## src/rtl/muldiv_sequencer_if.sv

```systemverilog
// Request/response bundle between the control unit and the iterative multiply/divide sequencer.
interface muldiv_sequencer_if #(
   parameter int WIDTH = 32
);
   logic             start;
   logic [3:0]       op;
   logic [WIDTH-1:0] a;
   logic [WIDTH-1:0] b;
   logic             flush;
   logic             busy;
   logic             done;
   logic             illegal;
   logic [WIDTH-1:0] result;

   modport master (
      output start, op, a, b, flush,
      input  busy, done, illegal, result
   );

   modport slave (
      input  start, op, a, b, flush,
      output busy, done, illegal, result
   );
endinterface

```

## src/rtl/muldiv_sequencer.sv

```systemverilog
// Iterative unsigned MUL/MULH/DIV/REM: shift-add multiplier and restoring divider, one bit per clock.
module muldiv_sequencer #(
   parameter int WIDTH = 32
) (
   input  logic              clk,
   input  logic              reset,
   muldiv_sequencer_if.slave bus
);
   localparam int CW = $clog2(WIDTH + 1);
   localparam logic [3:0] OP_MUL  = 4'b0111;
   localparam logic [3:0] OP_MULH = 4'b1000;
   localparam logic [3:0] OP_DIV  = 4'b1001;
   localparam logic [3:0] OP_REM  = 4'b1010;

   typedef enum logic [1:0] {S_IDLE, S_RUN, S_FINISH} state_t;

   state_t           state_q, state_d;
   logic [CW-1:0]    cnt_q, cnt_d;
   logic [3:0]       op_q, op_d;
   logic [WIDTH-1:0] opnd_q, opnd_d;
   logic [WIDTH:0]   hi_q, hi_d;
   logic [WIDTH-1:0] lo_q, lo_d;
   logic             done_q, done_d;
   logic             ill_q, ill_d;
   logic [WIDTH-1:0] res_q, res_d;
   logic             accept;

   function automatic logic is_legal(input logic [3:0] op);
      return (op == OP_MUL) || (op == OP_MULH) || (op == OP_DIV) || (op == OP_REM);
   endfunction

   function automatic logic is_div(input logic [3:0] op);
      return (op == OP_DIV) || (op == OP_REM);
   endfunction

   // {hi,lo} is the double-width product; the multiplier bits drain out of lo's LSB.
   function automatic logic [2*WIDTH:0] mul_step(input logic [WIDTH:0] hi,
                                                 input logic [WIDTH-1:0] lo,
                                                 input logic [WIDTH-1:0] m);
      logic [WIDTH:0] sum;
      sum = hi + (lo[0] ? {1'b0, m} : '0);
      return {1'b0, sum[WIDTH:1], sum[0], lo[WIDTH-1:1]};
   endfunction

   // hi holds the partial remainder, lo shifts dividend bits out and quotient bits in.
   function automatic logic [2*WIDTH:0] div_step(input logic [WIDTH:0] hi,
                                                 input logic [WIDTH-1:0] lo,
                                                 input logic [WIDTH-1:0] d);
      logic [WIDTH:0] shifted;
      logic [WIDTH:0] diff;
      logic           ge;
      shifted = {hi[WIDTH-1:0], lo[WIDTH-1]};
      ge      = shifted >= {1'b0, d};
      diff    = shifted - {1'b0, d};
      return {(ge ? diff : shifted), lo[WIDTH-2:0], ge};
   endfunction

   assign accept = bus.start && !bus.flush;

   always_ff @(posedge clk) begin
      if (reset) begin
         state_q <= S_IDLE;
         cnt_q   <= '0;
         op_q    <= '0;
         opnd_q  <= '0;
         hi_q    <= '0;
         lo_q    <= '0;
         done_q  <= 1'b0;
         ill_q   <= 1'b0;
         res_q   <= '0;
      end else begin
         state_q <= state_d;
         cnt_q   <= cnt_d;
         op_q    <= op_d;
         opnd_q  <= opnd_d;
         hi_q    <= hi_d;
         lo_q    <= lo_d;
         done_q  <= done_d;
         ill_q   <= ill_d;
         res_q   <= res_d;
      end
   end

   always_comb begin
      state_d = state_q;
      case (state_q)
         S_IDLE: begin
            if (accept) begin
               if (is_legal(bus.op) && !(is_div(bus.op) && (bus.b == '0))) state_d = S_RUN;
               else                                                         state_d = S_FINISH;
            end
         end
         S_RUN: begin
            if (bus.flush)                       state_d = S_IDLE;
            else if (cnt_q == CW'(WIDTH - 1))    state_d = S_FINISH;
         end
         S_FINISH: state_d = S_IDLE;
         default:  state_d = S_IDLE;
      endcase
   end

   always_comb begin
      cnt_d  = cnt_q;
      op_d   = op_q;
      opnd_d = opnd_q;
      hi_d   = hi_q;
      lo_d   = lo_q;
      done_d = 1'b0;
      ill_d  = 1'b0;
      res_d  = res_q;
      case (state_q)
         S_IDLE: begin
            if (accept) begin
               op_d   = bus.op;
               opnd_d = bus.b;
               lo_d   = bus.a;
               hi_d   = '0;
               cnt_d  = '0;
            end
         end
         S_RUN: begin
            if (!bus.flush) begin
               if (is_div(op_q)) {hi_d, lo_d} = div_step(hi_q, lo_q, opnd_q);
               else              {hi_d, lo_d} = mul_step(hi_q, lo_q, opnd_q);
               cnt_d = cnt_q + 1'b1;
            end
         end
         S_FINISH: begin
            if (!bus.flush) begin
               done_d = 1'b1;
               ill_d  = !is_legal(op_q);
               case (op_q)
                  OP_MUL:  res_d = lo_q;
                  OP_MULH: res_d = hi_q[WIDTH-1:0];
                  OP_DIV:  res_d = (opnd_q == '0) ? '1 : lo_q;
                  // Divide-by-zero never iterates, so lo still holds the dividend.
                  OP_REM:  res_d = (opnd_q == '0) ? lo_q : hi_q[WIDTH-1:0];
                  default: res_d = '0;
               endcase
            end
         end
         default: ;
      endcase
   end

   always_comb begin
      bus.busy    = (state_q != S_IDLE);
      bus.done    = done_q;
      bus.illegal = ill_q;
      bus.result  = res_q;
   end
endmodule

```

## src/flat_wrapper.sv

```systemverilog
// flat-port wrapper written by rule: the top's interface ports become plain ports
module muldiv_sequencer_flat 
#(
   parameter int WIDTH = 32
)
  (clk, reset, bus_start, bus_op, bus_a, bus_b, bus_flush, bus_busy, bus_done, bus_illegal, bus_result);
  muldiv_sequencer_if #(.WIDTH(WIDTH)) bus_i ();
  input  logic clk;
  input  logic reset;
  input wire logic [$bits(bus_i.start)-1:0] bus_start;
  input wire logic [$bits(bus_i.op)-1:0] bus_op;
  input wire logic [$bits(bus_i.a)-1:0] bus_a;
  input wire logic [$bits(bus_i.b)-1:0] bus_b;
  input wire logic [$bits(bus_i.flush)-1:0] bus_flush;
  output wire logic [$bits(bus_i.busy)-1:0] bus_busy;
  output wire logic [$bits(bus_i.done)-1:0] bus_done;
  output wire logic [$bits(bus_i.illegal)-1:0] bus_illegal;
  output wire logic [$bits(bus_i.result)-1:0] bus_result;
  assign bus_i.start = bus_start;
  assign bus_i.op = bus_op;
  assign bus_i.a = bus_a;
  assign bus_i.b = bus_b;
  assign bus_i.flush = bus_flush;
  assign bus_busy = bus_i.busy;
  assign bus_done = bus_i.done;
  assign bus_illegal = bus_i.illegal;
  assign bus_result = bus_i.result;
  muldiv_sequencer #(.WIDTH(WIDTH)) u_core (.clk(clk), .reset(reset), .bus(bus_i));
endmodule
```

## config.mk

```make
export PLATFORM = sky130hd
export DESIGN_NAME = muldiv_sequencer_flat
export DESIGN_NICKNAME = d
export VERILOG_FILES = /design/src/rtl/muldiv_sequencer_if.sv /design/src/rtl/muldiv_sequencer.sv /design/src/flat_wrapper.sv
export SDC_FILE = /design/constraint.sdc
export NUM_CORES = 1
export LEC_CHECK = 0
export CAP_MARGIN = 20
export CORE_ASPECT_RATIO = 0.75
export CORE_MARGIN = 4
export CORE_UTILIZATION = 25
export DETAILED_ROUTE_END_ITERATION = 6
export HOLD_SLACK_MARGIN = 0.12
export SLEW_MARGIN = 10
export SYNTH_ARGS = -nofsm -noshare
export SYNTH_HDL_FRONTEND = slang
export SYNTH_SLANG_ARGS = --single-unit
```

## constraint.sdc

```tcl
create_clock -name clk -period 6.95 [get_ports clk]
set_input_delay 0.695 -clock clk [delete_from_list [all_inputs] [get_ports clk]]
set_output_delay 0.695 -clock clk [all_outputs]
set_load 0.05 [all_outputs]
```

* Word level (Yosys, flattened, before mapping)
Cells that the tools add are included.
** Word-level totals
- Latch bits :: 0
- Memories :: 0
- Input bits :: 72
- Output and inout bits :: 35
- RAM bits :: 0
- ROM bits :: 0
- Flip-flop bits (word level) :: 143
- Logic and storage cells :: 76
** Operators by class
- Mux-type cells :: 22
- Bitwise gates (word level) :: 2
- Multiply operators :: 0
- Shift operators :: 0
- Divide/modulo/power cells :: 0
- Equality and inequality tests :: 14
- Order comparisons :: 1
- Add/subtract/negate cells :: 3
- Reductions and logical operators :: 25
** Operators by type and width (number)
- 32-bit two-way mux :: 6
- 33-bit two-way mux :: 4
- 32-bit case mux with 4 select lines :: 1
- 33-bit case mux with 2 select lines :: 1
- 32-bit zero test :: 2
- 32-bit case mux with 2 select lines :: 1
- 33-bit adder :: 1
- 33-bit by 32-bit >= comparator with 1-bit output :: 1
- 33-bit by 32-bit subtractor with 33-bit output :: 1
- 4-bit == test, second input constant :: 6
- 6-bit two-way mux :: 2
- 6-bit case mux with 2 select lines :: 1
- 4-bit by 3-bit == test with 1-bit output, second input constant :: 2
- 1-bit logical OR :: 8
- 2-bit two-way mux :: 4
- 6-bit by 1-bit adder with 6-bit output, second input constant :: 1
- 6-bit by 5-bit == test with 1-bit output, second input constant :: 1
- 2-bit AND reduction :: 3
- 2-bit case mux with 2 select lines :: 1
- 2-bit nonzero test :: 2
- 1-bit logical AND :: 3
- 1-bit zero test :: 3
- 3-bit by 2-bit != test with 1-bit output, second input constant :: 1
- 3-bit AND reduction :: 1
- other kinds (9) :: 10

* Depth between registers and ports, before layout
Gate-level depths: netlist of run 1.
- Word-level depth :: 8
- Gate-level depth with buffers :: 15
- Mapped depth without buffers :: 14

* Worst setup path after synthesis of run 1
OpenSTA, ideal clock, no wires.
- Path kind :: register -> register
- From :: reg u_core.lo_q[0]
- To :: reg u_core.hi_q[23]
- Data arrival time :: 3032 ps
- Setup slack :: 3796 ps
- Clock period less this slack :: 3154 ps
- Cell stages (with the launch flop) :: 16
- Path buffers :: 1
- Required time :: 6828 ps
- Library setup time :: 122 ps
- Path through :: dfxtp_1 > clkbuf_1 > and2_1 > ha_1 > inv_1 > fa_1 > nand2b_1 > a21oi_1 > nor4_1 > o211ai_1 > nand3_1 > and2_1 > o21ai_0 > xnor2_1 > nor2_1 > a221o_1
** Between the ends
- Word-level cells in the longest chain between the ends :: 5
** Ends and longest elaborated chain
- from (decl) :: RTL line muldiv_sequencer.sv:22 : logic [WIDTH-1:0] lo_q, lo_d;
- from (signal assigned) :: RTL line muldiv_sequencer.sv:77 : lo_q <= lo_d;
- 32-bit two-way mux :: RTL line muldiv_sequencer.sv:41 : sum = hi + (lo[0] ? {1'b0, m} : '0);
- 33-bit adder :: RTL line muldiv_sequencer.sv:41
- 33-bit two-way mux :: RTL line muldiv_sequencer.sv:123 : if (is_div(op_q)) {hi_d, lo_d} = div_step(hi_q, lo_q, opnd_q);
- 33-bit two-way mux :: RTL line muldiv_sequencer.sv:122 : if (!bus.flush) begin
- 33-bit case mux with 2 select lines :: RTL line muldiv_sequencer.sv:111 : case (state_q)
- to (signal assigned) :: RTL line muldiv_sequencer.sv:76 : hi_q <= hi_d;
- to (decl) :: RTL line muldiv_sequencer.sv:21 : logic [WIDTH:0] hi_q, hi_d;
Every way passes these cells. The select of a mux whose other input is x is not followed.
A chain may end at the register's enable or synchronous reset.

* Worst setup path in the final report of run 1
Same ends and word-level chain as after synthesis.

==> out/results.ini, run 1 <==
[min_path]
hold_path_startpoint = u_core.op_q[2]
holdPathStages = 2
hold_class = flop to flop
hold_path_end = u_core.op_q[2]

[floorplan]
io_pins = 107
start_util_pct = 25.3
die_h_um = 181
row_count = 63
dieArea_mm2 = 0.0433
die_x_um = 239
core-area_mm2 = 0.0395

[yosys]
synth_top_family_by_area = compound AO/OA/AOI/OAI gates
yosysSeqAreaShare_pct = 28.6
synth_seq_cells = 143
ys.warnings.count = 0
synth-xor-area-share_pct = 5.25
yosysTopAreaCell = dfxtp_1
yosys.area_share.simple_pct = 23.0
syn_nets = 1539
synth_flop_cell = dfxtp_1
synth_most_common_cell = nand2_1
synthAdderAreaFrac_pct = 8.53
synthTopCellsByArea = dfxtp_1 (29%), a21oi_1 (11%), nand2_1 (8.8%)
syn_area_per_cell_um2 = 7.15
async_flop_share_pct = 0
synth_area_mm2 = 0.0100
ys_top_cells_by_count = nand2_1 (235), a21oi_1 (215), dfxtp_1 (143)
synth_compound_area_share_pct = 28.5
synth_edf_count = 0
synth_cell_type_count = 65
synthesis.instances = 1400
synthMuxAreaShare_pct = 0.913
synth_top_area_share_pct = 28.6

[setup_path]
reg2reg_from = u_core.lo_q[0]
cp_max_fo = 34
arrival_ns = 4.24
crit_start = u_core.lo_q[0]
reg2reg_depth = 13
r2r-end = u_core.hi_q[23]
slowest_stage = o211ai_1
path_cells = buf_4, nand2_1, fa_1, nand2b_1, a21oi_1, nor4_1, o211ai_1, nand3_1, and2_1, o21ai_0, xnor2_1, nor2_1, a221o_1
crit_required_ns = 7.27
rrSetupSlack_ns = 3.03
critPathTopFamily = compound AO/OA/AOI/OAI gates
critical_path_buf_inv_count = 1
startpoint_type = flop
critical_path_class = flop to flop
worstSetupEndpointType = flop
crit_cells = 13
slowest_delay_ns = 0.52

[pwr]
seqPwrFrac_pct = 39.6
intPower_mw = 1.55
switching_share_pct = 29.1
peakVddDrop_v = 0.000117
pwr-share-clk_pct = 43.3
cellPowerDensity_mw_per_mm2 = 180
leakagePower_nw = 4.55
power_frac_comb_pct = 17.1
p_sw_mw = 0.636

[global_routing]
grt_start_max_net_pins = 68
grt_pass1_wl_um = 56100
grt_antenna_before_repair = 0
grt-ovfl-total = 0
grt_pass1_vias = 9920
grt_use_total_pct = 16.2

[finish]
antennaDiodeCount = 0
nets = 1593
layout-drive-gt1-share_pct = 4.37
nFillCells = 4258
syn2layout_area_growth_pct = 21.5

[timing]
maxSlewViolCount = 0
tns_ns = 0
layout_setup_ws_ns = 3.03
hold_viol = 0
clock_skew_ns = 0.0156
rsz0062_at_grt = no
min_period_ns = 3.92
fmax_mhz = 255
final-setup-viol-count = 0
timing.hold.ws_ns = 0.473
tightest_slew_ns = 1.05
fin_crit_sh_pct = 56.4
slew_headroom_pct = 29.4

[clock_network]
clockRootBuffer = clkbuf_16
tritoncts = yes
cts_buffer_depth = 2
hold_buffers = 0
htree_levels = 4
cts.sinks = 143
post_cts_resized = 0
path_clk_slew_ns = 0.06
numCtsBuffers = 17
clk_latency_ns = 0.44
cts_setup_buffers = 0

[route]
routed_wirelength_um = 36100
drc = 0
vias = 10500
wl_per_cell_um = 18.2
final_antenna_net_count = 0
dr.pass1.iters = 5
viasPerCell = 5.30
dr.first_iter.drc_count = 943

[place]
place_worst_setup_slack_ns = 3.19
port_buffers = 106
place_congestion = 0.917
dpl.hpwl_um = 26600

[outcome]
outcome = completed

[flow_run]
max_cap_viol_count = 0

## sequential cells by signal (all words and copies together) (netlist names)
name	cells
u_core.lo_q	32
u_core.op_q	4
u_core.state_q	2
u_core.bus.result	32
u_core.bus.done	1
u_core.bus.illegal	1
u_core.opnd_q	32
u_core.cnt_q	6
u_core.hi_q	33
## final cells by class
type,count,area [µm²],area share (%)
repair buffers,123,1190,9.82
clock buffers,22,484,3.98
well taps,520,651,5.35
flip-flops and latches,143,2860,23.5
clock inverters,9,109,0.895
multi-input cells,1122,6680,55.0
inverters,47,176,1.45
## cell families after synthesis
group / count (synthesis)
xor gates and xnor gates: 60
adders and majority gates: 67
and+or+nand+nor: 517
AOI/OAI and AO/OA: 469
muxes: 9
buffers and inverters: 135
DFF: 143
## power groups by stage
stage | Sequential (mW) | Clock (mW) | Combinational, mW
after CTS | 0.864 | 0.962 | 0.369
final | 0.865 | 0.948 | 0.374
after global placement | 0.882 | 0 | 0.365
after detailed placement | 0.883 | 0 | 0.367
after floorplan | 0.873 | 0 | 0.242
after global routing | 0.867 | 0.996 | 0.409
## metrics by stage
stage                     area [µm²]  total power [mW]  instances  utilization (%)
after floorplan                10000              1.12       1400                -
after detailed placement       11600              1.25       1954             29.2
after global placement         11600              1.25       1954             29.2
after global routing           12200              2.27       1986             30.8
final                          12200              2.19       1986             30.8
after CTS                      12100              2.19       1985             30.8
## layer usage
layer	wire length, µm	global-route usage, %	part of all wire [%]
met3	2480	2.76	6.9
met2	15400	23.9	43
met5	0	0	0
met1	17700	24.5	49
met4	435	3.35	1.2
## how the worst max path moves through the flow
stage	slack, ns	to
2_1_floorplan	3.80	u_core.hi_q[23]
3_3_place_gp	3.19	u_core.hi_q[23]
3_5_place_dp	3.19	u_core.hi_q[23]
4_1_cts	3.15	u_core.hi_q[23]
5_1_grt	2.90	u_core.hi_q[23]
6_report	3.03	u_core.hi_q[23]
## worst register-to-register path, cell delays in order, from the launching register on
cell and delay, ns:
dfxtp_1 0.35, buf_4 0.36, nand2_1 0.16, fa_1 0.40
nand2b_1 0.22, a21oi_1 0.31, nor4_1 0.14, o211ai_1 0.52
nand3_1 0.30, and2_1 0.25, o21ai_0 0.28, xnor2_1 0.18
nor2_1 0.06, a221o_1 0.27
## placed cells by master (no fill, tap or decap), types with 27 or more instances in the layout
cell	netlist	routed
a21o_1	27	27
a21oi_1	215	215
a221oi_1	27	27
and2_1	33	33
clkdlybuf4s50_1	0	105
dfxtp_1	143	143
ha_1	65	65
inv_1	47	47
nand2_1	235	235
nand3_1	27	27
nor2_1	125	124
o21ai_0	101	101
xnor2_1	36	36
Power figures use the tool's default switching activity.
==> run 2, diff against run 1 <==
==> constraint.sdc (replaced) <==
create_clock -name clk -period 3.76 [get_ports clk]
set_input_delay 0.376 -clock clk [delete_from_list [all_inputs] [get_ports clk]]
set_output_delay 0.376 -clock clk [all_outputs]
set_load 0.05 [all_outputs]
==> run 2 against run 1 <==
Effect of this change: clock power up 74%; global-route usage up 0.17 points; die area unchanged; first-iteration DRC count up 14%; sequential power up 85%; largest power group unchanged; highest routed layer unchanged.
==> out/results.ini, run 2 (synthesis results as in run 1) <==
[setup_path]
path_cells = inv_1, ha_1, nand4_1, nor4_1, a31oi_1, o21ai_0, a31oi_2, or3_1, a21o_1, a221oi_2
slowest_stage = nor4_1
cp_max_fo = 10  ; -71%
startpoint_type = flop
critical_path_buf_inv_count = 1  ; unchanged
critical_path_class = flop to flop
critPathTopFamily = simple AND/OR/NAND/NOR gates
worstSetupEndpointType = flop
arrival_ns = 3.98  ; -0.26 ns
slowest_delay_ns = 0.64  ; +0.12 ns
crit_required_ns = 4.12  ; -3.15 ns

[clock_network]
clk_latency_ns = 0.45  ; about the same
path_clk_slew_ns = 0.06  ; about the same
cts_buffer_depth = 2  ; unchanged
numCtsBuffers = 17  ; unchanged
cts.sinks = 143  ; unchanged
hold_buffers = 0  ; unchanged
clockRootBuffer = clkbuf_16
htree_levels = 4  ; unchanged
tritoncts = yes

[global_routing]
met1_usage_pct = 24.2  ; -0.31 points
grt_use_total_pct = 16.3  ; +0.17 points
grt_pass1_wl_um = 56700  ; +1.1%
grt_busiest_layer = met1
met3_usage_pct = 3.78  ; +1.0 points
grt_pass1_vias = 9940  ; +0.20%
grt_use_met2_pct = 24.1  ; +0.16 points
grt_antenna_before_repair = 0  ; unchanged
grt-ovfl-total = 0  ; unchanged
grt_start_max_net_pins = 62  ; -8.8%

[timing]
rsz0062_at_grt = no
tns_ns = 0  ; unchanged
tightest_slew_ns = 0.901  ; -0.152 ns
slew_headroom_pct = 39.8  ; +10 points
final-setup-viol-count = 0  ; unchanged
fin_crit_sh_pct = 96.2  ; +40 points
min_period_ns = 3.62  ; -0.307 ns
maxSlewViolCount = 0  ; unchanged
clock_skew_ns = 0.00793  ; -0.00770 ns
hold_viol = 0  ; unchanged
fmax_mhz = 277  ; +8.5%
timing.hold.ws_ns = 0.447  ; -0.0263 ns

[finish]
utilization_pct = 31.4  ; +0.59 points
layout-drive-gt1-share_pct = 6.15  ; +1.8 points
largest_reg_flops = 33  ; unchanged
top_register = u_core.hi_q
layout_commonest_cell = nand2_1
final_cell_mix = nand2_1 (235), a21oi_1 (215), dfxtp_1 (143)
regArea_mm2 = 0.00286  ; unchanged
antennaDiodeCount = 0  ; unchanged
nFillCells = 4274  ; +0.38%
multi_input_area_mm2 = 0.00669  ; +0.11%
syn2layout_area_growth_pct = 23.8
design_area_mm2 = 0.0124  ; +1.9%
nets = 1625  ; +2.0%

[floorplan]
die_h_um = 181  ; unchanged
row_count = 63  ; unchanged
core-area_mm2 = 0.0395  ; unchanged
die_x_um = 239  ; unchanged
io_pins = 107  ; unchanged
start_util_pct = 25.3  ; unchanged
dieArea_mm2 = 0.0433  ; unchanged

[route]
dr.first_iter.drc_count = 1076  ; +14%
viasPerCell = 5.34  ; +0.78%
final_antenna_net_count = 0  ; unchanged
routed_wirelength_um = 37000  ; +2.6%
vias = 10800  ; +2.3%
drc = 0  ; unchanged
wl_per_cell_um = 18.4  ; +1.1%
dr.pass1.iters = 6  ; +1

[place]
place_congestion = 0.926  ; +1.1%
port_buffers = 106  ; unchanged
dpl.hpwl_um = 27700  ; +4.0%
place_area_mm2 = 0.0118  ; +2.3%

[pwr]
peakVddDrop_v = 0.000257  ; +120%
intPower_mw = 2.83  ; +83%
cellPowerDensity_mw_per_mm2 = 322  ; +79%
p_sw_mw = 1.16  ; +82%
power_frac_comb_pct = 18.7  ; +1.6 points
seqPwrFrac_pct = 40.1  ; +0.5 points
leakagePower_nw = 4.71  ; +3.6%
switching_share_pct = 29.0  ; -0.069 points
pwr-share-clk_pct = 41.2  ; -2.1 points

[outcome]
outcome = completed

[min_path]
hold_class = primary input to flop

[flow_run]
max_cap_viol_count = 0  ; unchanged

-- run 2: layer usage --
metal	vias to the layer above	routed length, µm
met1	5140	17500
met5	-	0
met2	433	15900
met3	38	3120
li1	5161	-
met4	0	400
-- run 2: timing repair --
item	CTS	global route
setup endpoints to repair	0	10
buffers inserted	0	1
resized for setup	0	1
-- run 2: through the flow --
stage / worst slack, ns / std cells / power, mW
detailed placement: 0.140 / 1985 / 2.35
global route: 0.0113 / 2016 / 4.15
global placement: 0.193 / 1985 / 2.34
finish: 0.144 / 2016 / 3.99
CTS: 0.117 / 2014 / 3.98
floorplan: 0.606 / 1400 / 2.06
-- run 2: path summary, 6_finish.rpt --
| kind | startpoint | endpoint | slack, ns | depth (start not counted) |
|---|---|---|---|---|
| max | u_core.opnd_q[31] | u_core.hi_q[4] | 0.14 | 10 |
| min | reset | u_core.bus.result[6] | 0.45 | 2 |
| max reg2reg | u_core.opnd_q[31] | u_core.hi_q[4] | 0.14 | 10 |
| min reg2reg | u_core.op_q[3] | u_core.op_q[3] | 0.47 | 2 |
-- run 2: power by group through the flow --
stage               clock network, mW  registers (mW)  logic [mW]
floorplan                           0            1.61       0.447
detailed placement                  0            1.63       0.715
CTS                              1.67            1.60       0.718
global placement                    0            1.63       0.710
finish                           1.65            1.60       0.747
global route                     1.74            1.60       0.809
-- run 2: layout make-up --
class                      count  share of cell area (%)
tap                          520                    5.25
timing repair buffer         154                    11.9
multi-input combinational   1123                    54.0
clock inverter                 8                   0.747
sequential                   143                    23.1
clock buffer                  21                    3.63
inverter                      47                    1.42
==> run 3, diff against run 2 <==
--- a/config.mk
+++ b/config.mk
@@ -11,7 +11,6 @@
 export CORE_UTILIZATION = 25
 export DETAILED_ROUTE_END_ITERATION = 6
 export HOLD_SLACK_MARGIN = 0.12
-export SLEW_MARGIN = 10
 export SYNTH_ARGS = -nofsm -noshare
 export SYNTH_HDL_FRONTEND = slang
 export SYNTH_SLANG_ARGS = --single-unit
==> constraint.sdc (replaced) <==
create_clock -name clk -period 3.76 [get_ports clk]
set_input_delay 0.752 -clock clk [delete_from_list [all_inputs] [get_ports clk]]
set_output_delay 0.752 -clock clk [all_outputs]
set_load 0.05 [all_outputs]
==> run 3 against run 2 <==
Effect of this change: sequential share of layout area barely moved; clock skew rose by 0.012 ns; die area did not move; critical endpoint unchanged; combinational power fell by 0.9%.
==> out/results.ini, run 3 (synthesis results as in run 1) <==
[route]
drc = 0  ; unchanged
vias = 10700  ; -0.45%
final_antenna_net_count = 0  ; unchanged
viasPerCell = 5.32  ; -0.49%
wl_per_cell_um = 18.1  ; -1.3%
dr.first_iter.drc_count = 1102  ; +2.4%
routed_wirelength_um = 36600  ; -1.2%
dr.pass1.iters = 5  ; -1

[floorplan]
core-area_mm2 = 0.0395  ; unchanged
die_h_um = 181  ; unchanged
dieArea_mm2 = 0.0433  ; unchanged
start_util_pct = 25.3  ; unchanged
die_x_um = 239  ; unchanged
row_count = 63  ; unchanged
io_pins = 107  ; unchanged

[timing]
min_period_ns = 3.58  ; -0.0375 ns
final-setup-viol-count = 0  ; unchanged
fin_crit_sh_pct = 95.2  ; -1.0 points
slew_headroom_pct = 38.3  ; -1.5 points
tns_ns = 0  ; unchanged
hold_viol = 0  ; unchanged
tightest_slew_ns = 0.924  ; +0.0225 ns
fmax_mhz = 279  ; +1.0%
clock_skew_ns = 0.0195  ; +0.0115 ns
maxSlewViolCount = 0  ; unchanged

[pwr]
finalPower_mw = 4.09  ; +2.4%
leakagePower_nw = 4.71  ; about the same
peakVddDrop_v = 0.000211  ; -18%
cellPowerDensity_mw_per_mm2 = 330  ; +2.4%

[place]
place_congestion = 0.973  ; +5.0%
port_buffers = 106  ; unchanged
place_area_mm2 = 0.0118  ; -0.34%
dpl.hpwl_um = 27200  ; -1.9%

[global_routing]
grt_antenna_before_repair = 0  ; unchanged
grt_pass1_vias = 10100  ; +1.5%
grt-ovfl-total = 0  ; unchanged
grt_use_total_pct = 16.2  ; -0.18 points
grt_pass1_wl_um = 56800  ; +0.21%
grt_start_max_net_pins = 67  ; +8.1%

[clock_network]
cts_buffer_depth = 2  ; unchanged
cts.sinks = 143  ; unchanged
clk_latency_ns = 0.44  ; about the same
tritoncts = yes
path_clk_slew_ns = 0.06  ; about the same
htree_levels = 4  ; unchanged
numCtsBuffers = 17  ; unchanged
clockRootBuffer = clkbuf_16

[setup_path]
path_cells = inv_1, ha_1, nand4_1, nor4_1, a31oi_1, o21ai_0, a31oi_2, or3_1, a21o_1, a221oi_2
arrival_ns = 3.92  ; -0.06 ns
crit_required_ns = 4.10  ; -0.02 ns
cp_max_fo = 10  ; unchanged
slowest_stage = nor4_1
startpoint_type = flop
worstSetupEndpointType = flop
rrSetupSlack_ns = 0.18  ; +0.04 ns
slowest_delay_ns = 0.55  ; -0.09 ns
critical_path_class = flop to flop

[finish]
antennaDiodeCount = 0  ; unchanged
largest_reg_flops = 33  ; unchanged
layout-drive-gt1-share_pct = 6.28  ; +0.13 points
design_area_mm2 = 0.0124  ; about the same
final_cell_mix = nand2_1 (235), a21oi_1 (215), dfxtp_1 (143)
top_register = u_core.hi_q
nets = 1623  ; -0.12%
syn2layout_area_growth_pct = 23.9  ; about the same
layout_commonest_cell = nand2_1
nFillCells = 4251  ; -0.54%

[min_path]
hold_class = flop to flop

[flow_run]
max_cap_viol_count = 0  ; unchanged

[outcome]
outcome = completed

run 3: what timing repair did:
item,CTS,global route
hold buffers,0,0
resized for setup,0,1
setup endpoints to repair,0,12
hold endpoints to repair,0,0
buffers inserted,0,1
run 3: report_power, final:
part	switching [mW]	internal (mW)
Clock	0.703	1.05
Sequential	0.0458	1.55
Combinational	0.435	0.306
Total	1.18	2.91
run 3: layer usage:
| layer | vias up | track usage (%) | share of wire [%] |
|---|---|---|---|
| met5 | - | 0 | 0 |
| met4 | 0 | 3.07 | 1.4 |
| met3 | 48 | 3.28 | 7.1 |
| met2 | 414 | 24.3 | 43 |
| met1 | 5106 | 24.0 | 48 |
| li1 | 5156 | - | - |
run 3: final cells by class:
class / count / area, µm² / share of cell area [%]
Tap cell: 520 / 651 / 5.25
Timing Repair Buffer: 152 / 1430 / 11.5
Clock buffer: 23 / 488 / 3.93
Clock inverter: 9 / 106 / 0.857
Inverter: 47 / 176 / 1.42
Sequential cell: 143 / 2860 / 23.1
Multi-Input combinational cell: 1123 / 6690 / 53.9
run 3: worst max-delay path, delay by kind of cell (launching register included):
family,cells,cell delay (ns)
buffers and inverters,1,0.07
flip-flops,1,0.41
AO/OA/AOI/OAI,5,1.30
AND/OR/NAND/NOR,3,1.27
adder cells (fa/ha/maj),1,0.44
run 3: path summary, 6_finish.rpt:
path,cells after the start,startpoint,end
worst max register to register,10,u_core.opnd_q[29],u_core.hi_q[4]
worst min-delay path,2,u_core.op_q[3],u_core.op_q[3]
worst min register to register,2,u_core.op_q[3],u_core.op_q[3]
worst max-delay path,10,u_core.opnd_q[29],u_core.hi_q[4]
run 3: per-stage QoR:
step | utilization (%) | hold slack [ns] | instances | worst slack [ns]
after detailed placement | 29.8 | 0.460 | 1983 | 0.208
after global placement | 29.8 | 0.452 | 1983 | 0.236
after global routing | 31.4 | 0.489 | 2017 | -0.0778
after floorplan | - | 0.444 | 1400 | 0.606
after CTS | 31.3 | 0.469 | 2015 | 0.198
final | 31.4 | 0.467 | 2017 | 0.182
